## src/rtl/uart_apb_pkg.sv

```systemverilog
// Shared definitions for the UART APB completer: register map, STATUS layout, FSM states.
package uart_apb_pkg;

  localparam int unsigned DATA_W = 32;
  localparam int unsigned BYTE_W = 8;
  localparam int unsigned CTRL_W = 2;

  // Register offsets as seen on PADDR[3:2]
  localparam logic [1:0] REG_CTRL   = 2'd0;
  localparam logic [1:0] REG_STATUS = 2'd1;
  localparam logic [1:0] REG_TXDATA = 2'd2;
  localparam logic [1:0] REG_RXDATA = 2'd3;

  // STATUS bit positions
  localparam int unsigned ST_TX_VALID = 0;
  localparam int unsigned ST_RX_EMPTY = 1;
  localparam int unsigned ST_OVERRUN  = 2;
  localparam int unsigned ST_CNT_LSB  = 4;
  localparam int unsigned ST_CNT_W    = 4;

  typedef enum logic [1:0] {
    IDLE   = 2'd0,
    ACCESS = 2'd1,
    WWAIT  = 2'd2,
    RWAIT  = 2'd3
  } completer_state_e;

endpackage

```

## src/rtl/uart_rx_fifo.sv

```systemverilog
// Synchronous receive FIFO; a push on a full FIFO is accepted only when a pop frees a slot that cycle.
module uart_rx_fifo
  import uart_apb_pkg::*;
#(
  parameter int unsigned RX_DEPTH = 4
) (
  input  logic                        clk,
  input  logic                        i_rst,
  input  logic                        i_push,
  input  logic [BYTE_W-1:0]           i_din,
  input  logic                        i_pop,
  output logic [BYTE_W-1:0]           o_dout,
  output logic [$clog2(RX_DEPTH):0]   o_count,
  output logic                        o_full,
  output logic                        o_empty
);

  localparam int unsigned PTR_W = $clog2(RX_DEPTH);
  localparam int unsigned CNT_W = PTR_W + 1;

  logic [BYTE_W-1:0] r_mem [RX_DEPTH];
  logic [PTR_W-1:0]  r_wr_ptr;
  logic [PTR_W-1:0]  r_rd_ptr;
  logic [CNT_W-1:0]  r_count;
  logic              w_do_push;
  logic              w_do_pop;

  assign o_count   = r_count;
  assign o_full    = (r_count == CNT_W'(RX_DEPTH));
  assign o_empty   = (r_count == '0);
  assign o_dout    = r_mem[r_rd_ptr];
  assign w_do_pop  = i_pop & ~o_empty;
  assign w_do_push = i_push & (~o_full | w_do_pop);

  always_ff @(posedge clk) begin
    if (i_rst) begin
      r_wr_ptr <= '0;
      r_rd_ptr <= '0;
      r_count  <= '0;
    end else begin
      if (w_do_push) r_wr_ptr <= r_wr_ptr + PTR_W'(1);
      if (w_do_pop)  r_rd_ptr <= r_rd_ptr + PTR_W'(1);
      case ({w_do_push, w_do_pop})
        2'b10:   r_count <= r_count + CNT_W'(1);
        2'b01:   r_count <= r_count - CNT_W'(1);
        default: r_count <= r_count;
      endcase
    end
  end

  // Storage carries no reset; only the pointers define validity
  always_ff @(posedge clk) begin
    if (!i_rst && w_do_push) r_mem[r_wr_ptr] <= i_din;
  end

endmodule

```

## src/rtl/apb_uart_completer.sv

```systemverilog
// APB completer for the UART: CTRL/STATUS/TXDATA/RXDATA registers with wait states on
// a busy TX holding register and on an empty RX FIFO (bounded by a read timeout).
module apb_uart_completer
  import uart_apb_pkg::*;
#(
  parameter int unsigned ADDR_W     = 4,
  parameter int unsigned RX_DEPTH   = 4,
  parameter int unsigned RD_TIMEOUT = 16
) (
  input  logic              PCLK,
  input  logic              PRESET,
  input  logic              PSEL,
  input  logic              PENABLE,
  input  logic              PWRITE,
  input  logic [ADDR_W-1:0] PADDR,
  input  logic [DATA_W-1:0] PWDATA,
  output logic [DATA_W-1:0] PRDATA,
  output logic              PREADY,
  output logic              PSLVERR,
  output logic [CTRL_W-1:0] ctrl_o,
  output logic [BYTE_W-1:0] tx_data_o,
  output logic              tx_valid_o,
  input  logic              tx_ready_i,
  input  logic [BYTE_W-1:0] rx_data_i,
  input  logic              rx_valid_i
);

  localparam int unsigned WCNT_W  = $clog2(RD_TIMEOUT + 1);
  localparam int unsigned RXCNT_W = $clog2(RX_DEPTH) + 1;

  completer_state_e    r_state;
  completer_state_e    w_state_nxt;
  logic [CTRL_W-1:0]   r_ctrl;
  logic [BYTE_W-1:0]   r_tx_data;
  logic                r_tx_valid;
  logic                r_overrun;
  logic [WCNT_W-1:0]   r_wait_cnt;

  logic [1:0]          w_reg;
  logic                w_access;
  logic                w_ready;
  logic                w_err;
  logic [DATA_W-1:0]   w_rdata;
  logic [DATA_W-1:0]   w_status;
  logic                w_ctrl_we;
  logic                w_tx_load;
  logic                w_pop;
  logic                w_status_rd;
  logic                w_cnt_clr;
  logic                w_push;
  logic                w_ov_set;
  logic [BYTE_W-1:0]   w_rx_dout;
  logic [RXCNT_W-1:0]  w_rx_count;
  logic                w_rx_full;
  logic                w_rx_empty;
  logic                w_unused;

  assign w_reg    = PADDR[3:2];
  assign w_access = PSEL & PENABLE;
  assign w_push   = rx_valid_i & r_ctrl[1];
  assign w_ov_set = w_push & w_rx_full & ~w_pop;
  assign w_unused = ^{PWDATA[DATA_W-1:BYTE_W], PADDR};

  assign ctrl_o     = r_ctrl;
  assign tx_data_o  = r_tx_data;
  assign tx_valid_o = r_tx_valid;

  // Response is suppressed while reset is held so an aborted access never completes
  assign PREADY  = w_ready & ~PRESET;
  assign PSLVERR = w_err & ~PRESET;
  assign PRDATA  = PRESET ? '0 : w_rdata;

  always_comb begin
    w_status              = '0;
    w_status[ST_TX_VALID] = r_tx_valid;
    w_status[ST_RX_EMPTY] = w_rx_empty;
    w_status[ST_OVERRUN]  = r_overrun;
    w_status[ST_CNT_LSB +: ST_CNT_W] = ST_CNT_W'(w_rx_count);
  end

  uart_rx_fifo #(
    .RX_DEPTH (RX_DEPTH)
  ) u_rx_fifo (
    .clk     (PCLK),
    .i_rst   (PRESET),
    .i_push  (w_push),
    .i_din   (rx_data_i),
    .i_pop   (w_pop),
    .o_dout  (w_rx_dout),
    .o_count (w_rx_count),
    .o_full  (w_rx_full),
    .o_empty (w_rx_empty)
  );

  always_ff @(posedge PCLK) begin
    if (PRESET) r_state <= IDLE;
    else        r_state <= w_state_nxt;
  end

  // Next-state and access response; IDLE also serves an access phase seen without setup
  always_comb begin
    w_state_nxt = r_state;
    w_ready     = 1'b0;
    w_err       = 1'b0;
    w_rdata     = '0;
    w_ctrl_we   = 1'b0;
    w_tx_load   = 1'b0;
    w_pop       = 1'b0;
    w_status_rd = 1'b0;
    w_cnt_clr   = 1'b0;
    case (r_state)
      IDLE, ACCESS: begin
        if (w_access) begin
          w_state_nxt = IDLE;
          case (w_reg)
            REG_CTRL: begin
              w_ready = 1'b1;
              if (PWRITE) w_ctrl_we = 1'b1;
              else        w_rdata   = DATA_W'(r_ctrl);
            end
            REG_STATUS: begin
              w_ready = 1'b1;
              if (PWRITE) begin
                w_err = 1'b1;
              end else begin
                w_rdata     = w_status;
                w_status_rd = 1'b1;
              end
            end
            REG_TXDATA: begin
              if (!PWRITE) begin
                w_ready = 1'b1;
                w_err   = 1'b1;
              end else if (!r_tx_valid) begin
                w_ready   = 1'b1;
                w_tx_load = 1'b1;
              end else begin
                w_state_nxt = WWAIT;
              end
            end
            default: begin
              if (PWRITE) begin
                w_ready = 1'b1;
                w_err   = 1'b1;
              end else if (!w_rx_empty) begin
                w_ready = 1'b1;
                w_rdata = DATA_W'(w_rx_dout);
                w_pop   = 1'b1;
              end else begin
                w_state_nxt = RWAIT;
                w_cnt_clr   = 1'b1;
              end
            end
          endcase
        end else if (PSEL) begin
          w_state_nxt = ACCESS;
        end else begin
          w_state_nxt = IDLE;
        end
      end
      WWAIT: begin
        if (!w_access) begin
          w_state_nxt = IDLE;
        end else if (!r_tx_valid) begin
          w_ready     = 1'b1;
          w_tx_load   = 1'b1;
          w_state_nxt = IDLE;
        end
      end
      default: begin
        if (!w_access) begin
          w_state_nxt = IDLE;
        end else if (!w_rx_empty) begin
          w_ready     = 1'b1;
          w_rdata     = DATA_W'(w_rx_dout);
          w_pop       = 1'b1;
          w_state_nxt = IDLE;
        end else if (r_wait_cnt == WCNT_W'(RD_TIMEOUT - 1)) begin
          w_ready     = 1'b1;
          w_err       = 1'b1;
          w_state_nxt = IDLE;
        end
      end
    endcase
  end

  // Register file, TX holding register, overrun flag and read-wait counter
  always_ff @(posedge PCLK) begin
    if (PRESET) begin
      r_ctrl     <= '0;
      r_tx_data  <= '0;
      r_tx_valid <= 1'b0;
      r_overrun  <= 1'b0;
      r_wait_cnt <= '0;
    end else begin
      if (w_ctrl_we) r_ctrl <= PWDATA[CTRL_W-1:0];
      if (w_tx_load) r_tx_data <= PWDATA[BYTE_W-1:0];
      if (w_tx_load)                     r_tx_valid <= 1'b1;
      else if (w_ctrl_we && !PWDATA[0])  r_tx_valid <= 1'b0;
      else if (r_tx_valid && tx_ready_i) r_tx_valid <= 1'b0;
      r_overrun <= w_ov_set | (r_overrun & ~w_status_rd);
      if (w_cnt_clr)             r_wait_cnt <= '0;
      else if (r_state == RWAIT) r_wait_cnt <= r_wait_cnt + WCNT_W'(1);
    end
  end

endmodule
```

## config.mk

```make
export PLATFORM = sky130hd
export DESIGN_NAME = apb_uart_completer
export DESIGN_NICKNAME = d
export VERILOG_FILES = /design/src/rtl/uart_apb_pkg.sv /design/src/rtl/uart_rx_fifo.sv /design/src/rtl/apb_uart_completer.sv
export SDC_FILE = /design/constraint.sdc
export NUM_CORES = 1
export LEC_CHECK = 0
export BUFFER_PORTS_ARGS = -buffer_cell sky130_fd_sc_hd__buf_2
export CAP_MARGIN = 20
export CELL_PAD_IN_SITES_DETAIL_PLACEMENT = 0
export CELL_PAD_IN_SITES_GLOBAL_PLACEMENT = 1
export CORE_MARGIN = 2
export CORE_UTILIZATION = 38
export CTS_CLUSTER_DIAMETER = 100
export DETAILED_ROUTE_END_ITERATION = 6
export PLACE_DENSITY_LB_ADDON = 0.25
export SLEW_MARGIN = 10
export SYNTH_ARGS = -nofsm -noshare
export SYNTH_HDL_FRONTEND = slang
export SYNTH_SLANG_ARGS = --single-unit
export TNS_END_PERCENT = 100
```

## constraint.sdc

```tcl
create_clock -name PCLK -period 3.43 [get_ports PCLK]
set_input_delay 0.343 -clock PCLK [delete_from_list [all_inputs] [get_ports PCLK]]
set_output_delay 0.343 -clock PCLK [all_outputs]
set_load 0.02 [all_outputs]
```

# ---- Word level (Yosys, flattened, before mapping)
# Memories as Yosys holds them, arrays and structs flattened. A register that Yosys moved wholly into a read port is not among the register bits.
# Cells that the tools add are included.
dict set report classes {
  n_reduce_logical 15
  shifts 0
  addsub 5
  eq_ne 11
  n_mux 68
  n_div 0
  bitwise_logic 16
  magnitude_cmp 0
  n_mul 0
}
# op count
set ops {}
lappend ops {{two-way mux 32 bit} 2}
lappend ops {{one-hot mux 32 bit (2 select lines)} 1}
lappend ops {{two-way mux 1 bit} 38}
lappend ops {{two-way mux 2 bit} 13}
lappend ops {{two-way mux 8 bit} 3}
lappend ops {{one-hot mux 8 bit (3 select lines)} 1}
lappend ops {{one-hot mux 1 bit (2 select lines)} 6}
lappend ops {{AND 1 bit} 9}
lappend ops {{== test 2 bit (second input constant)} 4}
lappend ops {{one-hot mux 2 bit (2 select lines)} 2}
lappend ops {{two-way mux 7 bit} 1}
lappend ops {{== test 2 x 1 -> 1 bit (second input constant)} 3}
lappend ops {{one-hot mux 3 bit (2 select lines)} 1}
lappend ops {{OR reduction 2 bit} 3}
lappend ops {{adder 5 x 1 -> 5 bit (second input constant)} 1}
lappend ops {{== test 5 x 4 -> 1 bit (second input constant)} 1}
lappend ops {{!= test 5 bit (second input constant)} 1}
lappend ops {{NOT 1 bit} 5}
lappend ops {{adder 2 x 1 -> 2 bit (second input constant)} 2}
lappend ops {{zero test 2 bit} 2}
lappend ops {{adder 3 x 1 -> 3 bit (second input constant)} 1}
lappend ops {{== test 3 bit (second input constant)} 1}
lappend ops {{logical AND 1 bit} 3}
lappend ops {{zero test 3 bit} 1}
lappend ops {{other kinds (8)} 10}
dict set report word_totals {
  mem_bits_rw 32
  output_inout_bits 45
  romBits 0
  reg_bits 26
  mem_count 1
  latch_bits 0
  word_cells 125
  inputBits 51
}
# name words width rd rd_ports_with_merged_regs write_ports line
set mem_list {}
lappend mem_list {u_rx_fifo.r_mem 4 8 1 1 1 uart_rx_fifo.sv:21} ;# logic [BYTE_W-1:0] r_mem [RX_DEPTH];

# ---- Depth between registers and ports, before layout
# Gate-level depths: netlist (run 1).
dict set report logic_depth {
  ltp_word 12
  ltp_mapped 9
  depth_no_buf 7
}

# ---- Cells and area by module
# Synthesis (run 1) repeated with hierarchy kept, for this count alone.
dict set report unflattened {
  cells_unflattened 282
  hier_area_um2 3134.3
}
# module cells_each n_inst area_per_inst_um2
set by_module_without_submodules {}
lappend by_module_without_submodules {uart_rx_fifo 110 1 1740.4}
lappend by_module_without_submodules {apb_uart_completer 172 1 1393.8}

# ---- Worst setup path after synthesis (run 1)
# No wires, ideal clock.
dict set report synth_path {
  path_kind {in2reg}
  start {in PADDR[2]}
  end {reg u_rx_fifo.r_count[2], in the netlist u_rx_fifo.o_count[2]}
  t_required_ps 3309
  cell_stages 9
  t_arrival_ps 2417
  setup_time_ps 121
  setup_slack_ps 892
  path_cell_list {buf_4 -> nand4bb_1 -> a211o_1 -> buf_6 -> nand2b_1 -> fa_1 -> or3_1 -> mux2i_1 -> mux2_2}
}
dict set report synth_between {
  elab_chain_cells 10
  word_cells_on_any_way 14
  cone_classes {4 x eq/ne; 4 x mux; 3 x bitwise; 3 x reduce/logical}
}
# element line
set synth_rtl {}
lappend synth_rtl {{start, declared} apb_uart_completer.sv:15} ;# input logic [ADDR_W-1:0] PADDR,
lappend synth_rtl {{== test 2 bit, or another cell as far along} apb_uart_completer.sv:115} ;# case (w_reg)
lappend synth_rtl {{OR reduction 3 bit (no source line) (*)} --}
lappend synth_rtl {{two-way mux 1 bit (*)} apb_uart_completer.sv:115}
lappend synth_rtl {{two-way mux 1 bit (*)} apb_uart_completer.sv:113} ;# if (w_access) begin
lappend synth_rtl {{one-hot mux 1 bit (2 select lines) (*)} apb_uart_completer.sv:111} ;# case (r_state)
lappend synth_rtl {{AND 1 bit (*)} uart_rx_fifo.sv:32} ;# assign w_do_pop = i_pop & ~o_empty;
lappend synth_rtl {{bitwise OR 1 bit} uart_rx_fifo.sv:33} ;# assign w_do_push = i_push & (~o_full | w_do_pop);
lappend synth_rtl {{AND 1 bit} uart_rx_fifo.sv:33}
lappend synth_rtl {{== test 2 x 1 -> 1 bit or == test 2 bit (tied branches)} uart_rx_fifo.sv:43} ;# case ({w_do_push, w_do_pop})
lappend synth_rtl {{one-hot mux 3 bit (2 select lines) or nonzero test 2 bit (tied branches)} --}
lappend synth_rtl {{end signal, assigned} uart_rx_fifo.sv:44} ;# 2'b10: r_count <= r_count + CNT_W'(1);
lappend synth_rtl {{end signal, assigned} uart_rx_fifo.sv:45} ;# 2'b01: r_count <= r_count - CNT_W'(1);
lappend synth_rtl {{end signal, assigned} uart_rx_fifo.sv:46} ;# default: r_count <= r_count;
lappend synth_rtl {{end, declared} uart_rx_fifo.sv:24} ;# logic [CNT_W-1:0] r_count;
# Mark *: on every way between the ends. The rest lies on a longest branch, timed or not.
# A chain may end at the register's enable or synchronous reset.

# ---- Worst setup path in the final report (run 1)
dict set report layout_path {
  start {reg r_state[1]}
  end {reg u_rx_fifo.r_count[2], in the netlist u_rx_fifo.o_count[2]}
}
dict set report layout_between {
  elab_chain_cells 8
  word_cells_on_any_way 12
  cone_classes {4 x eq/ne; 2 x mux; 3 x bitwise; 3 x reduce/logical}
}
# element line
set layout_rtl {}
lappend layout_rtl {{start, declared} apb_uart_completer.sv:31} ;# completer_state_e r_state;
lappend layout_rtl {{start signal, assigned} apb_uart_completer.sv:97} ;# else r_state <= w_state_nxt;
lappend layout_rtl {{== test 2 x 1 -> 1 bit or zero test 2 bit (tied branches)} apb_uart_completer.sv:111}
lappend layout_rtl {{OR reduction 2 bit} apb_uart_completer.sv:111}
lappend layout_rtl {{one-hot mux 1 bit (2 select lines) (*)} apb_uart_completer.sv:111}
lappend layout_rtl {{AND 1 bit (*)} uart_rx_fifo.sv:32}
lappend layout_rtl {{bitwise OR 1 bit} uart_rx_fifo.sv:33}
lappend layout_rtl {{AND 1 bit} uart_rx_fifo.sv:33}
lappend layout_rtl {{== test 2 x 1 -> 1 bit or == test 2 bit (tied branches)} uart_rx_fifo.sv:43}
lappend layout_rtl {{one-hot mux 3 bit (2 select lines) or nonzero test 2 bit (tied branches)} --}
# Marks and branches as above.

==> flow_metrics.tcl, run 1 <==
set metrics [dict create \
    swShare_pct 25.3 \
    grt_max_degree 31 \
    critPathKind "reg -> reg" \
    maxSlewViolCount 0 \
    overflow 0 \
    drv_cap 0 \
    worst_setup_path_start_kind "flip-flop" \
    synth.avg_cell_area_sq_um 11.7 \
    layout_common_cells "buf_2, nor2_1, edfxtp_1" \
    core_region_area_sq_um 7250 \
    fin_nets 347 \
    antenna_found_initial 0 \
    track_usage_pct 13.7 \
    p_seq_share_pct 54.4 \
    post-place-cells 377 \
    num_vias 1869 \
    post_cts_buffers 0 \
    vias_per_cell 4.76 \
    antenna_cells 0 \
    p_comb_share_pct 5.8 \
    cts_tree "built" \
    synth.distinct_cells 44 \
    layout_commonest_cell "buf_2" \
    rsz0062_at_grt "false" \
    drive_gt1_share_pct 25.9 \
    relSlewSlack_pct 38.1 \
    holdCritPathClass "in -> reg" \
    cts_root_buf "clkbuf_8" \
    setup.worst_path.end_class "flip-flop" \
    cts.clk_slew.worst_paths_ps 70 \
    skew_ps 8.61 \
    wire_per_inst_microns 13.6 \
    ios 96 \
    clk_latency_ps 340 \
    place_hpwl_mm 3.85 \
    die_height_microns 90.7 \
    die_area_sq_um 8220 \
    cts_max_level 3 \
    syn_inst 245 \
    power-per-cell-area_nw_per_um2 432 \
    ant_nets 0 \
    tns_ps 0 \
    numClockSinks 60 \
    finalCritPeriodShare_pct 81.0 \
    first_pass_iters 5 \
    ys_seq_area_share_pct 53.3 \
    port_buffers 45 \
    period_needed_ps 2780 \
    outcome "complete, no violations" \
    die_x_microns 90.7 \
    cts_made_buffers 9 \
    arrival_ps 3010 \
    fmax_mhz 360 \
    cts_resized 0 \
    r2r_slack_ps 650 \
    placementRows 31 \
    yosys_register_bits 60 \
    power_switching_uw 353 \
    initial_utilization_pct 39.4 \
    finalSetupViolations 0 \
    hold_viol 0 \
    p_clk_share_pct 39.8 \
    drtIter0Drc 68 \
    required_ps 3660 \
    leakage_nw 1.24 \
    power.internal_mw 1.04 \
    fin_cells 393 \
    cts_buffer_depth 2 \
    peakVddDrop_uv 160 \
    gp_congestion 0.763 \
    yosys_warnings 0 \
    grt_pass1_wl_mm 8.80 \
    area_delta_synth_final_pct 13.4 \
    worstMarginPinSlew_ps 927 \
    n_fill_cell 716 \
    holdBufCountCts 0 \
    post-route-drc-count 0 \
    grt_pass1_vias 1776 \
    drt_wl_total_mm 5.36 \
    synth_area_sq_um 2860 \
    path_max_fanout 12 \
]
layer usage:
| metal | global-route usage, % | up-vias | share of wire, % |
|---|---|---|---|
| met3 | 3.51 | 10 | 4.5 |
| met1 | 17.6 | 893 | 46 |
| met2 | 21.4 | 48 | 47 |
| met5 | 0 | - | 0 |
| li1 | - | 918 | - |
| met4 | 6.79 | 0 | 2.1 |
Yosys cell counts (all sizes together):
cell type,instances,area (sq um)
nand3,2,10.0
a31oi,1,6.26
conb,1,3.75
or3b,1,8.76
or2,1,6.26
inv,8,30.0
a21oi,9,45.0
clkbuf,6,22.5
or4,1,7.51
and2,5,31.3
nand4bb,2,22.5
nor4b,2,17.5
o21ai,3,15.0
nor2b,2,12.5
mux2,4,45.0
nor4,2,12.5
a22oi,5,37.5
edfxtp,32,961
xor2,2,17.5
buf,29,213
mux4,8,180
nor3,4,20.0
a31o,1,8.76
nand2,10,37.5
xnor2,2,17.5
or3,3,18.8
a211oi,3,22.5
ha,6,75.1
and3,3,18.8
fa,1,20.0
nand3b,1,7.51
mux2i,15,154
nor3b,2,15.0
a211o,1,8.76
nand2b,4,25.0
nand4,2,12.5
a21boi,1,7.51
dfxtp,28,561
nor2,32,120
power groups by stage:
stage	Sequential (mW)	Clock, mW	Combinational [mW]
2_1_floorplan	0.778	0	0.0709
6_report	0.760	0.556	0.0808
5_1_grt	0.760	0.604	0.0888
3_5_place_dp	0.776	0	0.0811
4_1_cts	0.760	0.572	0.0811
3_3_place_gp	0.776	0	0.0804
worst max-delay path: stages, from the launching register on:
cell and delay (ps):
dfxtp_1 550, nand2_1 190, a211o_1 440, nand2b_1 220, fa_1 400, or3_1 370
mux2i_1 160, mux2_2 340
final timing paths:
kind                            from  cells past startpoint                                 to
max          r_state[1]$_SDFFE_PP0P_                      7  u_rx_fifo.o_count[2]$_SDFFE_PP0P_
min                     rx_data_i[6]                      1    u_rx_fifo.r_mem[3][6]$_DFFE_PP_
max reg2reg  r_state[1]$_SDFFE_PP0P_                      7  u_rx_fifo.o_count[2]$_SDFFE_PP0P_
min reg2reg     r_overrun$_SDFF_PP0_                      2               r_overrun$_SDFF_PP0_
cell type report:
cell class | instances | area, sq um | share of cell area (%)
inverter | 8 | 30.0 | 0.928
clock inverter | 7 | 52.6 | 1.62
timing repair buffer | 45 | 225 | 6.96
tap | 99 | 124 | 3.83
sequential | 60 | 1520 | 47.0
clock buffer | 9 | 124 | 3.83
multi-input combinational | 165 | 1160 | 35.8
cell families after synthesis:
kind of cell	after synthesis	share of synthesized area [%]
other cells	1	0.131
xor+xnor	4	1.23
buf+inv	43	9.29
mux	27	13.3
fa+ha+maj	7	3.33
flops	60	53.3
simple gates	79	14.2
compound gates	24	5.30
through the flow:
stage | worst slack (ps) | instance area, sq um | utilization, % | power (mW) | hold WS (ps)
after global placement | 643 | 3060 | 42.2 | 0.856 | 462
after floorplan | 892 | 2940 | - | 0.849 | 437
final | 651 | 3240 | 44.6 | 1.40 | 216
after CTS | 649 | 3240 | 44.6 | 1.41 | 208
after detailed placement | 633 | 3060 | 42.2 | 0.857 | 475
after global routing | 501 | 3240 | 44.6 | 1.45 | 212
sequential cells by signal, indices dropped and copies added (netlist names), named ones only:
name and flops:
ctrl_o 2, r_overrun 1, r_state 2, r_wait_cnt 5
tx_data_o 8, tx_valid_o 1, u_rx_fifo.o_count 3, u_rx_fifo.r_mem 32
u_rx_fifo.r_rd_ptr 2, u_rx_fifo.r_wr_ptr 2
No activity file was read; power rests on OpenSTA's default activity.
==> inputs of run 2 (changes only) <==
Settings changed: ABC_AREA from default to 1, CORE_UTILIZATION 38 to 34.
Clock period 3.43 ns to 2.4 ns, I/O delays scaled along.
==> run 2 against run 1 <==
Sequential power up 43%. Final area grew 8.7%. Die area grew 17%. Hold slack got worse by 100 ps. Clock power grew 69%. Non-clock buffer count grew 11. Sequential share of layout area down 3.8 points. Count of clock-buffer cells in the layout did not move. Via count rose by 23%. Power up 56%.
==> flow_metrics.tcl, run 2 <==
set metrics [dict create \
    outcome "complete, no violations" \
    wire_per_inst_microns 12.5 \
    ys_top_cells_by_count "nand2_1, a21oi_1, inv_1, edfxtp_1, nor2_1" \
    finalSetupViolations 0 \
    cts_root_buf "clkbuf_8" \
    num_vias 2300 \
    holdBufCountCts 0 \
    rsz0062_at_grt "false" \
    syn_inst 339 \
    core_region_area_sq_um 8640 \
    synth.distinct_cells 37 \
    first_pass_iters 4 \
    antenna_found_initial 0 \
    critPathKind "reg -> out" \
    grt_pass1_vias 2168 \
    antenna_cells 0 \
    drv_cap 0 \
    grt_pass1_wl_mm 10.3 \
    worst_setup_path_start_kind "flip-flop" \
    track_usage_pct 13.8 \
    skew_ps 5.26 \
    ios 96 \
    die_height_microns 98.0 \
    largest_reg_flops 32 \
    die_x_microns 98.0 \
    cts.clk_slew.worst_paths_ps 80 \
    drt_wl_total_mm 6.35 \
    power-per-cell-area_nw_per_um2 618 \
    synth_edf_count 32 \
    required_ps 2160 \
    tns_ps 0 \
    clk_latency_ps 340 \
    drive_gt1_share_pct 24.4 \
    ant_nets 0 \
    numClockSinks 60 \
    largest_register "u_rx_fifo.r_mem" \
    cts_max_level 3 \
    port_buffers 45 \
    critical_path.cell_chain "inv_1 -> nand2_4 -> inv_4 -> nor2_8 -> nand2_1 -> a221oi_1 -> buf_2" \
    layout_common_cells "nand2_1, buf_2, a21oi_1" \
    finalCritPeriodShare_pct 93.3 \
    leakage_nw 1.49 \
    placementRows 34 \
    synthFlopType "edfxtp_1" \
    cts_buffer_depth 2 \
    synth_area_leaders "edfxtp_1, dfxtp_1, a21oi_1" \
    period_needed_ps 2240 \
    synth_top_area_share_pct 32.0 \
    synth_area_leader_cell "edfxtp_1" \
    synth.avg_cell_area_sq_um 8.87 \
    grt_max_degree 18 \
    ys_seq_area_share_pct 50.6 \
    cts_tree "built" \
    max_stage_delay_ps 470 \
    cts_made_buffers 9 \
    path_max_fanout 7 \
    cp_slowest_cell "dfxtp_1" \
    maxSlewViolCount 0 \
    layout_commonest_cell "nand2_1" \
    die_area_sq_um 9610 \
    fin_area_sq_um 3520 \
    yosys_register_bits 60 \
    arrival_ps 2000 \
    overflow 0 \
    holdCritPathClass "in -> reg" \
    yosysMostFrequentCell "nand2_1" \
    placed_cell_area_sq_um 3310 \
    post-route-drc-count 0 \
    setup.worst_path.end_class "output port" \
    async_reset_ff_share_pct 0 \
    vias_per_cell 4.51 \
    area_delta_synth_final_pct 17.1 \
    initial_utilization_pct 34.8 \
    gp_congestion 0.808 \
    place_hpwl_mm 4.77 \
    n_fill_cell 908 \
    hold_viol 0 \
    fmax_mhz 447 \
    synth_area_sq_um 3010 \
    peakVddDrop_uv 223 \
    yosys_warnings 0 \
    fin_nets 455 \
    drtIter0Drc 62 \
]
==> run 2: layout make-up <==
class / count / area (sq um) / share of cell area, %
Clock inverter: 7 / 81.3 / 2.31
Clock buffer: 9 / 124 / 3.52
Tap cell: 108 / 135 / 3.84
Multi-Input combinational cell: 226 / 1180 / 33.5
Inverter: 44 / 169 / 4.80
Timing Repair Buffer: 56 / 310 / 8.82
Sequential cell: 60 / 1520 / 43.2
==> run 2: power breakdown <==
group          switching, mW  leakage [nW]  internal, mW
clock network          0.442         0.101         0.495
logic                  0.107         0.879        0.0400
registers            0.00499         0.514          1.09
total                  0.554          1.49          1.62
==> run 2: through the flow <==
step | cells | hold WS [ps] | total power, mW | setup WS [ps] | utilization (%)
after CTS | 510 | 92.9 | 2.22 | 108 | 40.7
after floorplan | 362 | 309 | 1.24 | 652 | -
after global placement | 494 | 428 | 1.26 | 399 | 38.3
after global routing | 510 | 111 | 2.27 | 9.16 | 40.7
after detailed placement | 494 | 432 | 1.26 | 382 | 38.3
final | 510 | 112 | 2.17 | 162 | 40.7
==> run 2: worst paths after layout <==
kind	end	slack, ps	cells past startpoint	from
hold reg to reg	tx_data_o[4]$_SDFFE_PP0P_	440	2	tx_data_o[4]$_SDFFE_PP0P_
setup / recovery	PRDATA[3]	160	7	r_state[1]$_SDFFE_PP0P_
hold / removal	u_rx_fifo.r_mem[1][7]$_DFFE_PP_	110	1	rx_data_i[7]
setup reg to reg	u_rx_fifo.o_count[2]$_SDFFE_PP0P_	370	10	r_state[1]$_SDFFE_PP0P_
==> run 2: cell families (layout without fill, tap and decap cells) <==
logic type,Yosys count,in the layout,synth area share [%]
flops,60,60,50.6
simple gates,112,112,17.6
compound gates,81,81,14.8
xor+xnor,2,2,0.583
fa+ha+maj,7,7,3.16
buf+inv,76,116,13.2
other cells,1,24,0.125
==> run 2: repair_timing <==
item                       4_1_cts  5_1_grt
setup buffers                    0        0
gates resized for setup          0        2
setup endpoints to repair        0        3
==> run 2: critical path: cells and delay by family, from the launching register on <==
kind | cells | cell delay [ps]
flops | 1 | 470
buf+inv | 3 | 490
compound gates | 1 | 280
simple gates | 3 | 410
==> run 2: routing by layer <==
metal	track usage, %	part of all wire, %	routed length [microns]
met5	0	0	0
met4	7.16	1.9	119
met3	2.51	3.5	224
met2	23.0	48	3070
met1	17.0	46	2940
